**config.mk**
```make
export PLATFORM = sky130hd
export DESIGN_NAME = ex_mem_pipe
export DESIGN_NICKNAME = d
export VERILOG_FILES = /design/src/rtl/ex_mem_pipe.sv
export SDC_FILE = /design/constraint.sdc
export NUM_CORES = 1
export LEC_CHECK = 0
export ABC_AREA = 1
export BUFFER_PORTS_ARGS = -buffer_cell sky130_fd_sc_hd__buf_4
export CELL_PAD_IN_SITES_DETAIL_PLACEMENT = 1
export CELL_PAD_IN_SITES_GLOBAL_PLACEMENT = 2
export CORE_MARGIN = 3
export CORE_UTILIZATION = 31
export DETAILED_ROUTE_END_ITERATION = 8
export PLACE_DENSITY = 0.88
export SETUP_SLACK_MARGIN = 0.05
export SYNTH_ARGS = -nofsm -noshare
export SYNTH_HDL_FRONTEND = slang
export SYNTH_SLANG_ARGS = --single-unit
```
**constraint.sdc**
```tcl
create_clock -name clk -period 2.5 [get_ports clk]
set_clock_uncertainty 0.1 [all_clocks]
set_input_delay 0.25 -clock clk [delete_from_list [all_inputs] [get_ports clk]]
set_output_delay 0.25 -clock clk [all_outputs]
set_load 0.005 [all_outputs]
```
**src/rtl/ex_mem_pipe.sv**
```systemverilog
// EX/MEM pipeline register with a two-entry skid buffer and registered in_ready.
// Optional stall counter output enabled by defining EX_MEM_STALL_CNT_EN.
module ex_mem_pipe #(
  parameter int XLEN   = 32,
  parameter int REG_AW = 5,
  parameter int RSRC_W = 2
) (
  input  logic              clk,
  input  logic              rst,
  input  logic              flush,
  input  logic              in_valid,
  output logic              in_ready,
  input  logic [XLEN-1:0]   ALU_Result,
  input  logic [XLEN-1:0]   RD2E,
  input  logic [XLEN-1:0]   PCPlus4E,
  input  logic [REG_AW-1:0] rdE,
  input  logic              MemWriteE,
  input  logic              RegWriteE,
  input  logic [RSRC_W-1:0] ResultSrcE,
  output logic              out_valid,
  input  logic              out_ready,
  output logic [XLEN-1:0]   ALU_ResultM,
  output logic [XLEN-1:0]   writedataM,
  output logic [XLEN-1:0]   PCPlus4M,
  output logic [REG_AW-1:0] rdM,
  output logic              MemWriteM,
  output logic              RegWriteM,
  output logic [RSRC_W-1:0] ResultSrcM
`ifdef EX_MEM_STALL_CNT_EN
  ,
  output logic [31:0]       stall_cnt
`endif
);

  typedef struct packed {
    logic [XLEN-1:0]   alu;
    logic [XLEN-1:0]   wd;
    logic [XLEN-1:0]   pc;
    logic [REG_AW-1:0] rd;
    logic              mw;
    logic              rw;
    logic [RSRC_W-1:0] rs;
  } ent_t;

  ent_t in_e;
  ent_t out_q, out_d;
  ent_t skd_q, skd_d;
  logic out_v_q, out_v_d;
  logic skd_v_q, skd_v_d;
  logic rdy_q;
  logic acc;
  logic free;

  assign in_e = '{
    alu: ALU_Result,
    wd:  RD2E,
    pc:  PCPlus4E,
    rd:  rdE,
    mw:  MemWriteE,
    rw:  RegWriteE,
    rs:  ResultSrcE
  };

  assign acc  = in_valid & rdy_q;
  assign free = ~out_v_q | out_ready;

  always_comb begin
    out_d   = out_q;
    skd_d   = skd_q;
    out_v_d = out_v_q;
    skd_v_d = skd_v_q;
    if (flush) begin
      out_v_d = 1'b0;
      skd_v_d = 1'b0;
    end else if (free) begin
      if (skd_v_q) begin
        out_d   = skd_q;
        out_v_d = 1'b1;
        skd_v_d = acc;
        if (acc) skd_d = in_e;
      end else begin
        out_v_d = acc;
        if (acc) out_d = in_e;
      end
    end else if (acc) begin
      skd_d   = in_e;
      skd_v_d = 1'b1;
    end
  end

  // in_ready comes straight from its own flop, so out_ready never reaches it
  always_ff @(posedge clk) begin
    if (rst) begin
      out_q   <= '0;
      skd_q   <= '0;
      out_v_q <= 1'b0;
      skd_v_q <= 1'b0;
      rdy_q   <= 1'b1;
    end else begin
      out_q   <= out_d;
      skd_q   <= skd_d;
      out_v_q <= out_v_d;
      skd_v_q <= skd_v_d;
      rdy_q   <= ~skd_v_d;
    end
  end

  assign in_ready    = rdy_q;
  assign out_valid   = out_v_q;
  assign ALU_ResultM = out_q.alu;
  assign writedataM  = out_q.wd;
  assign PCPlus4M    = out_q.pc;
  assign rdM         = out_q.rd;
  assign MemWriteM   = out_q.mw & out_v_q;
  assign RegWriteM   = out_q.rw & out_v_q;
  assign ResultSrcM  = out_q.rs;

`ifdef EX_MEM_STALL_CNT_EN
  logic [31:0] cnt_q;

  always_ff @(posedge clk) begin
    if (rst) begin
      cnt_q <= '0;
    end else if (out_v_q && !out_ready && cnt_q != 32'hFFFF_FFFF) begin
      cnt_q <= cnt_q + 32'd1;
    end
  end

  assign stall_cnt = cnt_q;
`endif

endmodule

```
==> impl_metrics.tcl <==
set metrics [dict create \
    drive_gt1_frac 0.152 \
    synth_area_um2 10700 \
    fp.coreArea_um2 33800 \
    tns_ns 0 \
    rows 67 \
    hold-path-cell-count 5 \
    syn-num-nets 1810 \
    drt_first_pass_iters 4 \
    clk_pin_slew_ns 0.06 \
    synth_warnings 0 \
    vias 10300 \
    ys_seq_area_frac 0.399 \
    insertion_delay_ns 0.54 \
    reg2reg_depth 4 \
    final_util 0.412 \
    synth_seq_cells 213 \
    setup_viol 0 \
    timing.final.crit_period_ns 1.77 \
    dieWidth_um 192 \
    ys_types 19 \
    cp.arrival_ns 2.10 \
    initial_utilization 0.317 \
    dp_slack_ns 0.759 \
    final_nets 1969 \
    status "finished, final reports clean" \
    drt_iter0_drc 344 \
    worstMarginPinSlew_ns 0.859 \
    ios 217 \
    wire_per_inst_um 14.0 \
    irDropWorstVdd_uv 456 \
    regArea_um2 4270 \
    worst_setup_path_start_kind "flop" \
    grt_pass1_vias 10800 \
    period_share 0.708 \
    clock.fmax_mhz 565 \
    synth_top_area_share 0.399 \
    post-place-cells 2171 \
    antenna_found_initial 2 \
    synth_compound_area_frac 0.0500 \
    layout_setup_ws_ns 0.731 \
    viasPerCell 4.40 \
    multi_input_area_um2 4290 \
    grt_overflow 0 \
    globalplace.congestion 0.720 \
    place_hpwl_um 18900 \
    drv_cap 0 \
    cts_tree "built" \
    synthSimpleGateAreaFrac 0.349 \
    relSlewSlack 0.427 \
    synthXorXnorAreaFrac 0 \
    die_area_um2 36800 \
    holdPathEnd "skd_q[17]" \
    routed_wl_um 32600 \
    clock_path_buffers 3 \
    port_buffers 216 \
    path_class "reg -> reg" \
    ys.flop_type "dfxtp_1" \
    antenna_left 0 \
    crit_fanout 210 \
    clock-sinks 213 \
    async_flop_share 0 \
    cts-root-buf "clkbuf_16" \
    grt_usage 0.178 \
    synthAdderAreaFrac 0 \
    dieHeight_um 192 \
    grt_setup_unrepaired "false" \
    synth_edf_count 0 \
    critPathRequiredTime_ns 2.83 \
    end_kind "flop" \
    yosys.area.top_type "dfxtp_1" \
    fillCellCount 4347 \
    p_leak_nw 6.92 \
    hp-class "in -> reg" \
    syn_to_final_growth_pct 30.0 \
    hold_viol 0 \
    p_per_area_nw_per_um2 670 \
    grt_max_degree 211 \
    synthCells 1700 \
    rr_startpoint "skd_v_q" \
    drv_slew 0 \
    min_from "PCPlus4E[8]" \
    regToRegSetupSlack_ns 0.73 \
    synth_top_family_by_area "simple AND/OR/NAND/NOR gates" \
    syn_area_per_cell_um2 6.29 \
    htree_levels 1 \
    grt_pass1_wl_um 54100 \
    layout_common_cells "426 x nand2_1, 420 x nor2_1, 217 x buf_4, 215 x inv_1, 212 x dfxtp_1" \
    synth_mux_area_frac 0 \
    synth.area.top_cells "dfxtp_1 40%, nand2_1 15%, nor2_1 15%" \
    layout_commonest_cell "nand2_1" \
    reg2reg_to "writedataM[8]" \
    drc 0 \
    numCtsBuffers 28 \
    stdcell_count 2331 \
]
-- synthesized netlist by cell type, types with 2 or more instances --
cell type and count:
buf_2 38, buf_4 114, buf_6 13, clkbuf_1 39
dfxtp_1 213, inv_1 215, inv_2 3, nand2_1 426
nand2_2 2, nand3_1 105, nor2_1 420, o21ai_0 101
o21ai_1 5
-- worst max-delay path by stage --
| stage | cells past startpoint | startpoint | to |
|---|---|---|---|
| after global placement | 4 | skd_v_q | writedataM[25] |
| after floorplan | 7 | in_ready | skd_q[0] |
| after CTS | 7 | out_valid | skd_q[46] |
| final | 4 | skd_v_q | writedataM[8] |
| after global routing | 7 | out_valid | skd_q[2] |
| after detailed placement | 8 | in_valid | PCPlus4M[8] |
-- registers in the layout, indices dropped and copies added (netlist names) --
name         cells
skd_q          105
ALU_ResultM     32
PCPlus4M        32
writedataM      32
rdM              5
ResultSrcM       2
out_q            2
in_ready         1
out_valid        1
skd_v_q          1
-- stage by stage --
stage | instance area, um^2 | power [W] | hold slack, ns
global placement | 11800 | 0.00471 | 0.347
detailed placement | 11800 | 0.00473 | 0.357
finish | 13900 | 0.00932 | 0.0389
global route | 13900 | 0.00979 | 0.0560
CTS | 13900 | 0.00948 | 0.00285
floorplan | 10700 | 0.00438 | 0.292
-- area by class of cell --
| type | instances | area share |
|---|---|---|
| Antenna cell | 2 | 0.000360 |
| Sequential cell | 213 | 0.307 |
| Tap cell | 448 | 0.0403 |
| Timing Repair Buffer | 334 | 0.209 |
| Inverter | 219 | 0.0596 |
| Multi-Input combinational cell | 1063 | 0.308 |
| Clock inverter | 13 | 0.0155 |
| Clock buffer | 39 | 0.0599 |
-- cells by family after synthesis --
family	after synthesis
and+or+nand+nor	956
DFF	213
AOI/OAI and AO/OA	107
buffers and inverters	424
-- layer usage --
metal | GRT usage | routed length [um] | vias to the layer above
met5 | 0 | 0 | -
met4 | 0.0454 | 723 | 0
met3 | 0.0347 | 1830 | 45
met2 | 0.314 | 15300 | 191
met1 | 0.220 | 14800 | 4765
li1 | - | - | 5260
-- report_power, final --
group,total (W),internal [W],switching [W],leakage [nW]
clock,0.00452,0.00293,0.00159,0.523
combinational,0.00116,0.000558,0.000600,4.65
sequential,0.00364,0.00355,0.0000890,1.74
-- critical path: stages (launching register included) --
cell and delay (ns):
dfxtp_4 0.36, buf_12 0.56, o21ai_0 0.28, nor2_1 0.16
nor2_1 0.05
-- repair_timing --
action / 4_1_cts / 5_1_grt
hold endpoints to repair: 117 / 0
hold buffers: 106 / 0
endpoints found under the setup margin: 0 / 0
setup buffers: 0 / 0
gates resized for setup: 0 / 0
Power figures use the tool's default switching activity.
